## src/rtl/storage_arbiter.sv

```systemverilog
// Round-robin arbiter sharing one storage_controller port between instruction fetch (I)
// and data (D) requesters. Each access: grant, held BUSY window, one-cycle GAP.
module storage_arbiter #(
    parameter int                ADDR_W      = 32,
    parameter int                DATA_W      = 32,
    parameter logic [ADDR_W-1:0] EXT_BASE    = 32'h0100_0000,
    parameter int                TIMEOUT_CYC = 4096
) (
    input  logic                  clk,
    input  logic                  rst,
    input  logic                  prog_mode,
    input  logic                  i_req,
    input  logic                  i_we,
    input  logic [ADDR_W-1:0]     i_addr,
    input  logic [DATA_W-1:0]     i_wdata,
    input  logic [DATA_W/8-1:0]   i_be,
    input  logic                  d_req,
    input  logic                  d_we,
    input  logic [ADDR_W-1:0]     d_addr,
    input  logic [DATA_W-1:0]     d_wdata,
    input  logic [DATA_W/8-1:0]   d_be,
    output logic                  i_gnt,
    output logic                  i_rvalid,
    output logic [DATA_W-1:0]     i_rdata,
    output logic                  i_err,
    output logic                  d_gnt,
    output logic                  d_rvalid,
    output logic [DATA_W-1:0]     d_rdata,
    output logic                  d_err,
    output logic                  memory_access,
    output logic                  memory_is_writing,
    output logic [ADDR_W-1:0]     addr,
    output logic [DATA_W-1:0]     d_in,
    output logic [DATA_W/8-1:0]   mem_be,
    output logic                  external_storage_access,
    input  logic [DATA_W-1:0]     d_out,
    input  logic                  out_valid,
    output logic                  arb_idle
);
    localparam logic [1:0] S_IDLE = 2'd0;
    localparam logic [1:0] S_BUSY = 2'd1;
    localparam logic [1:0] S_ERR  = 2'd2;
    localparam logic [1:0] S_GAP  = 2'd3;
    localparam int         CNT_W  = $clog2(TIMEOUT_CYC) + 1;
    localparam logic       OWN_I  = 1'b0;
    localparam logic       OWN_D  = 1'b1;

    logic [1:0]          state_q, state_d;
    logic [CNT_W-1:0]    cnt_q, cnt_d;
    logic                last_owner_q, last_owner_d;
    logic                owner_q, owner_d;
    logic                mem_access_q, mem_access_d;
    logic                mem_we_q, mem_we_d;
    logic [ADDR_W-1:0]   addr_q, addr_d;
    logic [DATA_W-1:0]   wdata_q, wdata_d;
    logic [DATA_W/8-1:0] be_q, be_d;
    logic                ext_q, ext_d;
    logic                i_rvalid_q, i_rvalid_d, d_rvalid_q, d_rvalid_d;
    logic                i_err_q, i_err_d, d_err_q, d_err_d;
    logic [DATA_W-1:0]   i_rdata_q, i_rdata_d, d_rdata_q, d_rdata_d;

    logic                win_i, win_d, can_grant, done, cmp_err;
    logic                sel_we, sel_ext;
    logic [ADDR_W-1:0]   sel_addr;
    logic [DATA_W-1:0]   sel_wdata, cmp_data;
    logic [DATA_W/8-1:0] sel_be;

    // On a tie the requester that did not own the port last time wins.
    assign win_i     = i_req && (!d_req || last_owner_q == OWN_D);
    assign win_d     = d_req && (!i_req || last_owner_q == OWN_I);
    assign can_grant = !rst && state_q == S_IDLE && !prog_mode;
    assign i_gnt     = can_grant && win_i;
    assign d_gnt     = can_grant && win_d;

    assign sel_we    = win_i ? i_we    : d_we;
    assign sel_addr  = win_i ? i_addr  : d_addr;
    assign sel_wdata = win_i ? i_wdata : d_wdata;
    assign sel_be    = win_i ? i_be    : d_be;
    assign sel_ext   = sel_addr >= EXT_BASE;

    always_comb begin
        state_d      = state_q;
        cnt_d        = cnt_q;
        last_owner_d = last_owner_q;
        owner_d      = owner_q;
        mem_access_d = mem_access_q;
        mem_we_d     = mem_we_q;
        addr_d       = addr_q;
        wdata_d      = wdata_q;
        be_d         = be_q;
        ext_d        = ext_q;
        done         = 1'b0;
        cmp_err      = 1'b0;
        cmp_data     = '0;
        case (state_q)
            S_IDLE: begin
                if (i_gnt || d_gnt) begin
                    owner_d      = d_gnt ? OWN_D : OWN_I;
                    last_owner_d = d_gnt ? OWN_D : OWN_I;
                    if (sel_ext && sel_we) begin
                        state_d = S_ERR;
                    end else begin
                        state_d      = S_BUSY;
                        mem_access_d = 1'b1;
                        mem_we_d     = sel_we;
                        addr_d       = sel_addr;
                        wdata_d      = sel_wdata;
                        be_d         = sel_be;
                        ext_d        = sel_ext;
                    end
                end
            end
            S_BUSY: begin
                cnt_d = cnt_q + 1'b1;
                if (out_valid || cnt_q == CNT_W'(TIMEOUT_CYC - 1)) begin
                    state_d      = S_GAP;
                    done         = 1'b1;
                    cmp_err      = !out_valid;
                    cmp_data     = (out_valid && !mem_we_q) ? d_out : '0;
                    mem_access_d = 1'b0;
                    mem_we_d     = 1'b0;
                    addr_d       = '0;
                    wdata_d      = '0;
                    be_d         = '0;
                    ext_d        = 1'b0;
                end
            end
            S_ERR: begin
                state_d = S_GAP;
                done    = 1'b1;
                cmp_err = 1'b1;
            end
            default: begin
                state_d = S_IDLE;
                cnt_d   = '0;
            end
        endcase
        i_rvalid_d = done && owner_q == OWN_I;
        d_rvalid_d = done && owner_q == OWN_D;
        i_err_d    = i_rvalid_d && cmp_err;
        d_err_d    = d_rvalid_d && cmp_err;
        i_rdata_d  = i_rvalid_d ? cmp_data : '0;
        d_rdata_d  = d_rvalid_d ? cmp_data : '0;
    end

    always_ff @(posedge clk) begin
        if (rst) begin
            state_q      <= S_IDLE;
            cnt_q        <= '0;
            last_owner_q <= OWN_D;
            owner_q      <= OWN_I;
            mem_access_q <= 1'b0;
            mem_we_q     <= 1'b0;
            addr_q       <= '0;
            wdata_q      <= '0;
            be_q         <= '0;
            ext_q        <= 1'b0;
            i_rvalid_q   <= 1'b0;
            d_rvalid_q   <= 1'b0;
            i_err_q      <= 1'b0;
            d_err_q      <= 1'b0;
            i_rdata_q    <= '0;
            d_rdata_q    <= '0;
        end else begin
            state_q      <= state_d;
            cnt_q        <= cnt_d;
            last_owner_q <= last_owner_d;
            owner_q      <= owner_d;
            mem_access_q <= mem_access_d;
            mem_we_q     <= mem_we_d;
            addr_q       <= addr_d;
            wdata_q      <= wdata_d;
            be_q         <= be_d;
            ext_q        <= ext_d;
            i_rvalid_q   <= i_rvalid_d;
            d_rvalid_q   <= d_rvalid_d;
            i_err_q      <= i_err_d;
            d_err_q      <= d_err_d;
            i_rdata_q    <= i_rdata_d;
            d_rdata_q    <= d_rdata_d;
        end
    end

    assign memory_access           = mem_access_q;
    assign memory_is_writing       = mem_we_q;
    assign addr                    = addr_q;
    assign d_in                    = wdata_q;
    assign mem_be                  = be_q;
    assign external_storage_access = ext_q;
    assign i_rvalid                = i_rvalid_q;
    assign d_rvalid                = d_rvalid_q;
    assign i_err                   = i_err_q;
    assign d_err                   = d_err_q;
    assign i_rdata                 = i_rdata_q;
    assign d_rdata                 = d_rdata_q;
    assign arb_idle                = state_q == S_IDLE;
endmodule

```

## config.mk

```make
export PLATFORM = sky130hd
export DESIGN_NAME = storage_arbiter
export DESIGN_NICKNAME = d
export VERILOG_FILES = /design/src/rtl/storage_arbiter.sv
export SDC_FILE = /design/constraint.sdc
export NUM_CORES = 1
export LEC_CHECK = 0
export BUFFER_PORTS_ARGS = -buffer_cell sky130_fd_sc_hd__buf_4
export CORE_MARGIN = 5
export CORE_UTILIZATION = 40
export CTS_BUF_LIST = sky130_fd_sc_hd__clkbuf_2
export CTS_CLUSTER_SIZE = 16
export DETAILED_ROUTE_END_ITERATION = 12
export MAX_ROUTING_LAYER = met4
export PLACE_DENSITY = 0.84
export SYNTH_ARGS = -nofsm -noshare
export SYNTH_HDL_FRONTEND = slang
export SYNTH_SLANG_ARGS = --single-unit
```

## constraint.sdc

```tcl
create_clock -name clk -period 1.7 [get_ports clk]
set_input_delay 0.085 -clock clk [delete_from_list [all_inputs] [get_ports clk]]
set_output_delay 0.085 -clock clk [all_outputs]
set_load 0.02 [all_outputs]
```

Word level (Yosys, flattened, before mapping):

Cells that the tools add are included.

* flip-flop bits (word level): 156
* logic and storage cells: 96
* output and inout port bits: 142
* input bits: 176

* muxes and demuxes: 38
* bitwise gates (word level): 4
* reduce and logical (&&, ||, !) cells: 30
* add/subtract/negate cells: 1
* magnitude comparators: 1
* equal/unequal tests: 6

Operators with widths (number)
* 2-to-1 mux 32 bit: 10
* one-hot mux 32 bit (2 select lines): 2
* greater-or-equal comparator 32 x 25 -> 1 bit (second input constant): 1
* one-hot mux 13 bit (2 select lines): 1
* 2-to-1 mux 4 bit: 4
* adder 13 x 1 -> 13 bit (second input constant): 1
* equality test 13 x 12 -> 1 bit (second input constant): 1
* logical AND 1 bit: 12
* 2-to-1 mux 1 bit: 11
* one-hot mux 1 bit (2 select lines): 5
* one-hot mux 4 bit (2 select lines): 1
* zero test 1 bit: 6
* 2-to-1 mux 2 bit: 3
* one-hot mux 2 bit (3 select lines): 1
* OR reduction 2 bit: 3
* logical OR 1 bit: 4
* inequality test 2 bit (second input constant): 2
* NOT 1 bit: 4
* AND reduction 2 bit: 2
* AND reduction 4 bit: 1
* equality test 2 x 1 -> 1 bit (second input constant): 1
* equality test 2 bit (second input constant): 1
* zero test 2 bit: 1
* inequality test 2 x 1 -> 1 bit (second input constant): 1
* nonzero test 2 bit: 1

Logic depth before layout (Yosys ltp):

Gate-level depths: netlist (run 1).

* depth after elaboration: 9
* mapped depth: 8
* mapped depth without buffers: 7

Least setup slack after synthesis (run 1):

No wires, ideal clock.

* path kind: register -> register
* start point: register state_q[0]
* end point: register cnt_q[11]
* data required time: 1572 ps
* buffers on the path: 0
* setup time: 128 ps
* arrival: 1722 ps
* path slack: -150 ps
* period minus slack after synthesis: 1850 ps
* cell stages (with the launch flop): 8
* path through: dfxtp_1 > inv_1 > ha_1 > nor2_1 > nand4_1 > nor4_1 > xnor2_1 > nor2_1

* word-level cells in the longest chain between the ends: 3
* elaborated cells on any way between the ends: 5
* classes of those cells: eq/ne: 2; mux: 1; reduce/logical: 2

Ends and longest elaborated chain
* start: declaration: RTL line 48 `logic [1:0] state_q, state_d;`
* start signal: assignment: RTL line 165 `state_q <= state_d;`
* zero test 2 bit *
* net arb_idle: RTL line 38 `output logic arb_idle`
* OR reduction 2 bit (no line) *
* one-hot mux 13 bit (2 select lines): RTL line 95 `case (state_q)`
* end signal: assignment: RTL line 166 `cnt_q <= cnt_d;`
* end: declaration: RTL line 49 `logic [CNT_W-1:0] cnt_q, cnt_d;`

Mark *: on every way through the listed nets, which the timed path passes. The rest lies on a longest branch.
A chain may end at the register's enable or synchronous reset.

Worst setup path after layout (run 1):

* start point: register cnt_q[0]
* end point: register d_rdata_q[12], in the netlist d_rdata[12]

* word-level cells in the longest chain between the ends: 7
* elaborated cells on any way between the ends: 9
* classes of those cells: eq/ne: 1; mux: 4; bitwise: 1; reduce/logical: 3

Ends and longest elaborated chain
* equality test 13 x 12 -> 1 bit *: RTL line 115 `if (out_valid || cnt_q == CNT_W'(TIMEOUT_CYC - 1)) begin`
* logical OR 1 bit *: RTL line 115
* 2-to-1 mux 1 bit: RTL line 115
* one-hot mux 1 bit (2 select lines): RTL line 95
* logical AND 1 bit: RTL line 139 `d_rvalid_d = done && owner_q == OWN_D;`
* NOT 1 bit (no line)
* OR reduction 2 bit (no line)
* end signal: assignment: RTL line 180 `d_rdata_q <= d_rdata_d;`
* end: declaration: RTL line 60 `logic [DATA_W-1:0] i_rdata_q, i_rdata_d, d_rdata_q, d_rdata_d;`

Mark *: on every way between the ends. The rest lies on a longest branch, timed or not.

==> out/metrics.cfg, run 1 <==
[cts]
cts_tree=yes
clk_pin_slew_worst_paths_ns=0.30
cts_sinks=156
numCtsBuffers=17
clock_latency_ns=0.78
h-tree-depth=4
cts_buffer_depth=2
cts-root-buf=clkbuf_2

[placed_design]
dp.cells=1048
postPlaceCellArea_um2=9210
hpwl_um=14900
io_buffers=317
gp_congestion=0.834

[setup_path]
cp.required_ns=2.41
slowest_stage=dfxtp_2
setup.worst_path.class=reg -> reg
cp.arrival_ns=2.68
critPathTopFamily=simple AND/OR/NAND/NOR gates
cp_slowest_stage_delay_ns=0.43
critPathMaxFanout=5
path_cells=ha_4 -> and3b_2 -> a41oi_2 -> o21bai_1 -> buf_4 -> and3_4 -> buf_12 -> buf_12 -> and3_4
crit_path_start_kind=register
crit_path_end_kind=register
cp.buffers_inverters=3

[global_routing]
antenna_found_initial=3
overflow=0
grt_pass1_wl_um=42900
grt_max_degree=33
grt_use_total=0.312
grt_pass1_vias=7655

[yosys]
syn-instance-count=516
yosysWarnings=0
synth_top_area_share=0.485
ys.flop_type=dfxtp_1
yosysTopAreaCell=dfxtp_1
avgSynthCellArea_um2=12.5
synth_edf_count=0
synth_seq_cells=156
ys_types=52
syn_nets=697
netlist_area_um2=6440
yosysSeqAreaShare=0.485
async_flop_share=0
synth.area.top_cells=dfxtp_1, o2bb2ai_2, mux2i_1

[drt]
drcViolationCount=0
drt_iter0_markers=323
dr.pass1.iters=5
viasPerCell=5.12
ant_nets=0
wirelength_um=29500
vias=6730
wire_per_inst_um=22.5

[outcome]
failed_checks=negative setup slack
status=finished with violations

[layout]
post-route-util=0.792
fin_nets=1263
fin_area_um2=12500
final_cell_mix=buf_4, dlygate4sd3_1, dfxtp_1
layout_commonest_cell=buf_4
fin_cells=1314
drive_above_1_share=0.541
area_growth_pct=94.6

[worst_hold_path]
hold_path_class=in -> reg

[floorplan]
design.die.area_um2=18700
fp.coreArea_um2=15800
die_w_um=137
fp-row-count=46
start_util=0.407
io_pins=318
die_h_um=137

[sta]
layout_setup_ws_ns=-0.274
setup_violations=144
skew_ns=0.0384
max_freq_mhz=507
tightest_slew_ns=0.516
slew_violations=0
fin_crit_sh=1.16
min_period_ns=1.97
relSlewSlack=0.646
finalHoldViolCount=0
hold_ws_ns=0.0565
grt_setup_unrepaired=true

[power_and_ir_drop]
vdd_drop_max_mv=0.811
p_per_area_nw_per_um2=1130
power_leakage_nw=5.84

[run]
drv_cap=0

[tightest hold or removal path, cell delays in order]
cell,delay (ns)
dlygate4sd3_1,0.53
buf_4,0.11
and3_1,0.12
[cell usage after synthesis, types with 5 or more instances]
cell type,instances
xor2_1,5
mux2i_1,69
buf_2,7
o2bb2ai_2,70
xnor2_1,5
inv_1,10
and3_1,65
ha_1,5
nor2_1,18
a21oi_1,7
buf_8,9
clkbuf_1,11
nand2_1,10
dfxtp_1,156
[power by group]
part | internal [W] | total, W | switching, W
registers | 0.00447 | 0.00524 | 0.000773
logic | 0.00343 | 0.00666 | 0.00323
clock network | 0.000631 | 0.00227 | 0.00164
total | 0.00853 | 0.0142 | 0.00563
[through the flow]
step,total power [W],setup WS (ns),TNS (ns)
6_report,0.0142,-0.274,-24.51
5_1_grt,0.0147,-0.392,-37.28
3_5_place_dp,0.0102,-0.0407,-1.45
2_1_floorplan,0.00797,0.0110,0
4_1_cts,0.0137,-0.394,-23.12
3_3_place_gp,0.0101,-0.0250,-1.31
[state kept, by name, summed over array words and instances (netlist names)]
register,count
memory_is_writing,1
i_rvalid,1
last_owner_q,1
state_q,2
external_storage_access,1
d_err,1
addr,32
cnt_q,13
mem_be,4
i_rdata,32
i_err,1
d_in,32
d_rvalid,1
d_rdata,32
memory_access,1
owner_q,1
[path summary, 6_finish.rpt]
path                            slack [ns]  depth (start not counted)                     end                  start
worst max-delay path                 -0.27                          9  d_rdata[12]$_SDFF_PP0_  cnt_q[0]$_SDFFE_PP0N_
worst min-delay path                  0.06                          3  i_rdata[19]$_SDFF_PP0_              d_out[19]
worst max register to register       -0.27                          9  d_rdata[12]$_SDFF_PP0_  cnt_q[0]$_SDFFE_PP0N_
worst min register to register        0.49                          1   addr[19]$_SDFFE_PP0P_  addr[19]$_SDFFE_PP0P_
[layout make-up]
| cell class | instances | area, µm² |
|---|---|---|
| repair buffers | 586 | 5460 |
| multi-input cells | 310 | 3360 |
| fillers | 791 | 3290 |
| flip-flops and latches | 156 | 3130 |
| well taps | 216 | 270 |
| clock inverters | 15 | 176 |
| clock buffers | 17 | 85.1 |
| inverters | 11 | 41.3 |
| diodes | 3 | 7.51 |
[logic make-up after synthesis]
logic type	count (synthesis)	synth area share
flops	156	0.485
fa+ha+maj	5	0.00971
compound gates	100	0.203
mux	69	0.107
simple gates	126	0.123
xor+xnor	10	0.0136
buf+inv	50	0.0591
[metal layers]
metal	global-route usage	vias up	wire length (µm)
met1	0.321	3264	10600
met4	0.184	0	1570
met3	0.0765	109	1940
met2	0.539	307	15400
li1	-	3050	-
met5	-	-	0
[repair_timing]
item	in CTS	in global routing
endpoints found under the setup margin	143	150
setup buffers	29	15
pin swaps	26	24
hold endpoints to repair	154	0
resized for setup	70	40
gates cloned	19	0
hold buffers	176	0
No activity file was read; power rests on OpenSTA's default activity.
==> run 2, diff against run 1 <==
--- a/config.mk
+++ b/config.mk
@@ -6,4 +6,5 @@
 export NUM_CORES = 1
 export LEC_CHECK = 0
+export ABC_AREA = 1
 export BUFFER_PORTS_ARGS = -buffer_cell sky130_fd_sc_hd__buf_4
 export CORE_MARGIN = 5
@@ -12,4 +13,5 @@
 export CTS_CLUSTER_SIZE = 16
 export DETAILED_ROUTE_END_ITERATION = 12
+export HOLD_SLACK_MARGIN = 0.12
 export MAX_ROUTING_LAYER = met4
 export PLACE_DENSITY = 0.84
==> constraint.sdc (replaced) <==
create_clock -name clk -period 1.7 [get_ports clk]
set_input_delay 0.085 -clock clk [delete_from_list [all_inputs] [get_ports clk]]
set_output_delay 0.085 -clock clk [all_outputs]
set_load 0.005 [all_outputs]
==> run 2 against run 1 <==
  * The run still ends with negative setup slack left
  * Worst hold slack gained 0.025 ns
  * Largest cell class unchanged
  * Die area shrank 1.5%
  * Critical endpoint is now addr[2]$_SDFFE_PP0P_
  * First-iteration DRC count grew to 3.3 times the previous value
==> out/metrics.cfg, run 2 <==
[outcome]
status=finished with violations
failed_checks=negative setup slack

[layout]
drive_above_1_share=0.489  ; -0.0513
area_growth_pct=121
nFillCells=658  ; -17%
fin_cells=1726  ; +31%
final_cell_mix=buf_4, dlygate4sd3_1, dfxtp_1
seq_area_um2=3140  ; about the same
fin_area_um2=14000  ; +12%
layout_commonest_cell=buf_4
multi_input_area_um2=4100  ; +22%
fin_nets=1670  ; +32%

[yosys]
yosysWarnings=0  ; unchanged
ys.flop_type=dfxtp_1
yosysSeqAreaShare=0.493  ; +0.00804
async_flop_share=0  ; unchanged
syn_nets=1062  ; +52%
synth_seq_cells=156  ; unchanged
synth.area.top_cells=dfxtp_1, nor2_1, nand2_1
synthMostInstantiatedCell=nor2_1
avgSynthCellArea_um2=7.19  ; -42%
synth_common_cells=nor2_1, dfxtp_1, nand2_1
ys_types=34  ; -35%
netlist_area_um2=6340  ; -1.6%
synth_top_area_share=0.493  ; +0.00804
synth_edf_count=0  ; unchanged
yosysTopAreaCell=dfxtp_1
syn-instance-count=881  ; +71%

[cts]
cts_tree=yes
cts_buffer_depth=2  ; unchanged
numCtsBuffers=17  ; unchanged
hold_buffers=201  ; +14%
h-tree-depth=4  ; unchanged
cts-root-buf=clkbuf_2
cts_sinks=156  ; unchanged
clock_latency_ns=0.81  ; +0.03 ns
clk_pin_slew_worst_paths_ns=0.27  ; -0.03 ns

[floorplan]
design.die.area_um2=18500  ; -1.5%
fp.coreArea_um2=15700  ; -0.73%
start_util=0.403  ; -0.00371
die_w_um=136  ; -0.76%
die_h_um=136  ; -0.76%
fp-row-count=46  ; unchanged
io_pins=318  ; unchanged

[setup_path]
crit_path_end_kind=register
worstRegToRegCells=16  ; +7
rrSetupSlack_ns=-0.69  ; -0.41 ns
crit_path_start_kind=register
setup.worst_path.class=reg -> reg
cp.arrival_ns=3.08  ; +0.40 ns
critPathMaxFanout=8  ; +3
r2r-start=state_q[0]$_SDFFE_PP0P_
cp.required_ns=2.39  ; -0.02 ns
r2r-end=addr[2]$_SDFFE_PP0P_

[placed_design]
postPlaceCellArea_um2=9380  ; +1.9%
gp_congestion=0.847  ; +1.6%
dp.cells=1426  ; +36%
io_buffers=317  ; unchanged
hpwl_um=16400  ; +11%

[power_and_ir_drop]
p_per_area_nw_per_um2=1430  ; +27%
power_switching_w=0.00885  ; +57%
combPwrFrac=0.613  ; +0.143
swShare=0.442  ; +0.0442
vdd_drop_max_mv=0.900  ; +11%
clockPowerShare=0.127  ; -0.033
power_leakage_nw=6.15  ; +5.2%
seqPwrFrac=0.260  ; -0.110
p_int_w=0.0112  ; +31%

[sta]
fin_crit_sh=1.40  ; +0.242
slew_violations=0  ; unchanged
skew_ns=0.0619  ; +0.0235 ns
finalHoldViolCount=0  ; unchanged
min_period_ns=2.39  ; +0.412 ns
grt_setup_unrepaired=true
relSlewSlack=0.633  ; -0.0131
tightest_slew_ns=0.550  ; +0.0345 ns
layout_setup_ws_ns=-0.686  ; -0.412 ns
max_freq_mhz=419  ; -17%
setup_violations=155  ; +7.6%

[worst_hold_path]
hold_depth=3  ; unchanged
min_from=rst
hold_end=state_q[0]$_SDFFE_PP0P_
hold_path_class=in -> reg

[global_routing]
use_met3=0.106  ; +0.0297
grt_pass1_wl_um=53000  ; +24%
use_met1=0.393  ; +0.0724
grt_use_total=0.387  ; +0.0753
grt-busiest-layer=met2
grt_max_degree=73  ; +120%
overflow=0  ; unchanged
met2_usage=0.657  ; +0.118
antenna_found_initial=7  ; +4
grt_pass1_vias=9658  ; +26%

[drt]
wirelength_um=42100  ; +43%
dr.pass1.iters=6  ; +1
viasPerCell=5.72  ; +12%
vias=9876  ; +47%
ant_nets=0  ; unchanged
drcViolationCount=0  ; unchanged
drt_iter0_markers=1078  ; +230%
wire_per_inst_um=24.4  ; +8.6%

[run]
drv_cap=0  ; unchanged

[run 2: per-stage QoR]
stage,TNS [ns],power (W),worst slack [ns],util,hold WS (ns)
after floorplan,-4.05,0.00839,-0.0919,-,0.147
after global placement,-5.65,0.0112,-0.106,0.597,0.334
after detailed placement,-13.49,0.0113,-0.166,0.597,0.328
after CTS,-22.52,0.0175,-0.317,0.832,0.0371
after global routing,-78.59,0.0206,-0.708,0.891,0.0490
final,-69.67,0.0200,-0.686,0.891,0.0820
[run 2: what timing repair did]
| item | CTS | global route |
|---|---|---|
| buffers inserted | 49 | 21 |
| endpoints found under the hold margin | 155 | 3 |
| pin swaps | 41 | 67 |
| gates cloned | 20 | 5 |
| resized for setup | 174 | 264 |
| endpoints found under the setup margin | 148 | 157 |
[run 2: area by class of cell]
| class | count | share of cell area |
|---|---|---|
| clock buffer | 17 | 0.00608 |
| tap | 216 | 0.0193 |
| sequential | 156 | 0.224 |
| multi-input combinational | 634 | 0.293 |
| timing repair buffer | 641 | 0.429 |
| antenna | 8 | 0.00143 |
| timing repair inverter | 1 | 0.000268 |
| inverter | 38 | 0.0127 |
| clock inverter | 15 | 0.0146 |
[run 2: kinds of logic (layout without fill, tap and decap cells)]
logic type	count (synthesis)	count (layout)	share of synthesized area
AO/OA/AOI/OAI	149	149	0.124
XOR/XNOR	3	3	0.00415
adder cells (fa/ha/maj)	5	5	0.00987
buffers and inverters	92	712	0.0662
flip-flops	156	156	0.493
other	0	8	0
AND/OR/NAND/NOR	476	477	0.303
[run 2: worst max path at each step]
stage                                  startpoint                    end  slack [ns]  cells past startpoint
after floorplan           state_q[1]$_SDFFE_PP0P_  addr[10]$_SDFFE_PP0P_       -0.09                     13
after global placement      cnt_q[1]$_SDFFE_PP0N_  i_rdata[5]$_SDFF_PP0_       -0.11                     12
after detailed placement    cnt_q[1]$_SDFFE_PP0N_  d_in[24]$_SDFFE_PP0P_       -0.17                     12
after CTS                 state_q[1]$_SDFFE_PP0P_                  d_gnt       -0.32                      8
after global routing      state_q[0]$_SDFFE_PP0P_   addr[8]$_SDFFE_PP0P_       -0.71                     15
final                     state_q[0]$_SDFFE_PP0P_   addr[2]$_SDFFE_PP0P_       -0.69                     16
[run 2: critical path, stage by stage (launching register included)]
cell,delay [ns]
dfxtp_2,0.39
inv_2,0.09
ha_4,0.15
inv_2,0.05
nor3_2,0.22
nand3_1,0.16
buf_4,0.17
nand3_2,0.06
nand2_2,0.08
nor2_4,0.20
nand2_8,0.09
clkinv_8,0.06
buf_12,0.11
buf_12,0.11
buf_12,0.14
nor2_1,0.06
nor2_1,0.17
[run 2: metal layers]
| metal | routed length, µm | up-vias | part of all wire |
|---|---|---|---|
| li1 | - | 4033 | - |
| met3 | 4610 | 399 | 0.11 |
| met4 | 4170 | 0 | 0.099 |
| met1 | 13300 | 4526 | 0.32 |
| met2 | 20000 | 918 | 0.48 |
| met5 | 0 | - | 0 |
[run 2: power by group through the flow]
stage                     Combinational, W  Clock (W)  Sequential, W
after global routing                0.0127    0.00267        0.00525
after detailed placement           0.00633          0        0.00499
final                               0.0123    0.00254        0.00521
after CTS                           0.0100    0.00244        0.00497
after floorplan                    0.00338          0        0.00501
after global placement             0.00623          0        0.00494
==> run 3, diff against run 2 <==
Settings changed: PLACE_DENSITY 0.84 to 0.74.
==> run 3 against run 2 <==
  * The run still ends with negative setup slack left
  * Fmax up 7.1%
  * Wire length fell by 9.4%
  * Flip-flop and latch count is the same
  * First-iteration DRC count fell by 18%
  * Power fell by 7.9%
  * Critical path type unchanged
  * Critical endpoint is now d_in[17]$_SDFFE_PP0P_
==> out/metrics.cfg, run 3 (synthesis results as in run 2) <==
[outcome]
status=finished with violations
failed_checks=negative setup slack

[power_and_ir_drop]
power_leakage_nw=6.06  ; -1.4%
p_per_area_nw_per_um2=1350  ; -5.9%
combPwrFrac=0.588  ; -0.025
swShare=0.428  ; -0.0137
clockPowerShare=0.133  ; +0.006
vdd_drop_max_mv=0.844  ; -6.3%
power_switching_w=0.00790  ; -11%
seqPwrFrac=0.279  ; +0.019
p_int_w=0.0105  ; -5.7%

[drt]
drt_iter0_markers=885  ; -18%
dr.pass1.iters=7  ; +1
ant_nets=0  ; unchanged
vias=9307  ; -5.8%
wirelength_um=38200  ; -9.4%
wire_per_inst_um=22.2  ; -8.9%
viasPerCell=5.42  ; -5.3%
drcViolationCount=0  ; unchanged

[global_routing]
grt_pass1_vias=8933  ; -7.5%
grt_max_degree=73  ; unchanged
antenna_found_initial=3  ; -4
overflow=0  ; unchanged
grt_use_total=0.331  ; -0.0562
grt_pass1_wl_um=46600  ; -12%

[setup_path]
setup.worst_path.class=reg -> reg
critPathMaxFanout=8  ; unchanged
crit_path_start_kind=register
cp.required_ns=2.43  ; +0.04 ns
worstRegToRegCells=15  ; -1
crit_path_end_kind=register
cp.arrival_ns=2.96  ; -0.12 ns

[sta]
max_freq_mhz=449  ; +7.1%
grt_setup_unrepaired=true
tns_ns=-50.61  ; +19.06 ns
min_period_ns=2.23  ; -0.159 ns
layout_setup_ws_ns=-0.527  ; +0.159 ns
relSlewSlack=0.468  ; -0.165
skew_ns=0.103  ; +0.0409 ns
tightest_slew_ns=0.790  ; +0.240 ns
setup_violations=154  ; -0.65%
finalHoldViolCount=0  ; unchanged
slew_violations=0  ; unchanged
fin_crit_sh=1.31  ; -0.0935

[cts]
cts_sinks=156  ; unchanged
cts_buffer_depth=2  ; unchanged
clock_latency_ns=0.86  ; +0.05 ns
h-tree-depth=4  ; unchanged
cts_tree=yes
clk_pin_slew_worst_paths_ns=0.28  ; about the same
cts-root-buf=clkbuf_2
numCtsBuffers=17  ; unchanged

[layout]
final_cell_mix=buf_4, dlygate4sd3_1, dfxtp_1
fin_nets=1667  ; -0.18%
area_growth_pct=116
layout_commonest_cell=buf_4
drive_above_1_share=0.451  ; -0.0384

[worst_hold_path]
hold_depth=6  ; +3
hold_path_class=in -> reg

[placed_design]
io_buffers=317  ; unchanged
hpwl_um=16100  ; -1.9%
place_ws_ns=-0.151  ; +0.0153 ns
gp_congestion=0.837  ; -1.3%

[floorplan]
start_util=0.403  ; unchanged
design.die.area_um2=18500  ; unchanged
die_h_um=136  ; unchanged
io_pins=318  ; unchanged
fp.coreArea_um2=15700  ; unchanged
die_w_um=136  ; unchanged
fp-row-count=46  ; unchanged

[run]
drv_cap=0  ; unchanged

-- run 3: changes by cell type in the layout (fill, tap and decap cells not counted), moves of 4 or more --
cell,previous run,this run
dlygate4sd3_1,201,208
o21ai_4,15,1
buf_12,26,18
nor2_4,72,92
buf_6,28,20
nor2_2,70,39
o21ai_2,40,27
o21ai_0,36,40
diode_2,8,3
o21ai_1,5,28
nor2_1,138,149
clkbuf_16,3,10
-- run 3: through the flow --
step	cells	total power, W	utilization	hold slack [ns]	cell area, µm²
detailed placement	1425	0.0113	0.596	0.317	9370
floorplan	881	0.00839	-	0.147	6370
global route	1718	0.0192	0.872	0.210	13700
CTS	1687	0.0149	0.784	0.127	12300
global placement	1425	0.0112	0.596	0.316	9370
finish	1718	0.0184	0.872	0.240	13700
-- run 3: path summary, 6_finish.rpt --
path,to,slack (ns),from
worst min register to register,d_in[7]$_SDFFE_PP0P_,0.50,d_in[7]$_SDFFE_PP0P_
worst max register to register,d_in[17]$_SDFFE_PP0P_,-0.53,state_q[0]$_SDFFE_PP0P_
worst max-delay path,d_in[17]$_SDFFE_PP0P_,-0.53,state_q[0]$_SDFFE_PP0P_
worst min-delay path,d_in[27]$_SDFFE_PP0P_,0.24,d_wdata[27]
-- run 3: layer usage --
metal  vias to the layer above  wire length, µm  share of wire  GRT usage
met4                         0             2930          0.077      0.195
met1                      4330            12500           0.33      0.349
met3                       252             3550          0.093     0.0888
met5                         -                0              0          -
met2                       713            19200           0.50      0.557
li1                       4012                -              -          -
-- run 3: power groups by stage --
stage	Combinational (W)	Clock [W]	Sequential, W
detailed placement	0.00630	0	0.00496
finish	0.0108	0.00246	0.00514
floorplan	0.00338	0	0.00501
global route	0.0114	0.00260	0.00522
CTS	0.00760	0.00238	0.00489
global placement	0.00623	0	0.00492
-- run 3: area by class of cell --
cell class                 instances  area (µm²)
timing repair buffer             638        5920
multi-input combinational        633        3880
sequential                       156        3130
fill                             708        2010
tap                              216         270
clock inverter                    15         196
inverter                          38         186
clock buffer                      17        85.1
timing repair inverter             2        16.3
antenna                            3        7.51
-- run 3: critical path, stage by stage, from the launching register on --
cell	delay (ns)
dfxtp_2	0.39
inv_2	0.08
ha_4	0.16
inv_4	0.04
nor3_4	0.21
nand2_2	0.11
buf_6	0.12
nand3_2	0.06
nand2_2	0.08
nor2_4	0.17
nand2_8	0.15
clkinv_8	0.11
buf_12	0.12
buf_16	0.14
nor2_4	0.04
nor2_1	0.16
-- run 3: timing repair --
item / 4_1_cts / 5_1_grt
setup endpoints to repair: 112 / 157
hold buffers: 208 / 0
cloned: 9 / 15
resized for setup: 68 / 288
pin swaps: 7 / 69
buffers inserted: 13 / 21
endpoints found under the hold margin: 156 / 0
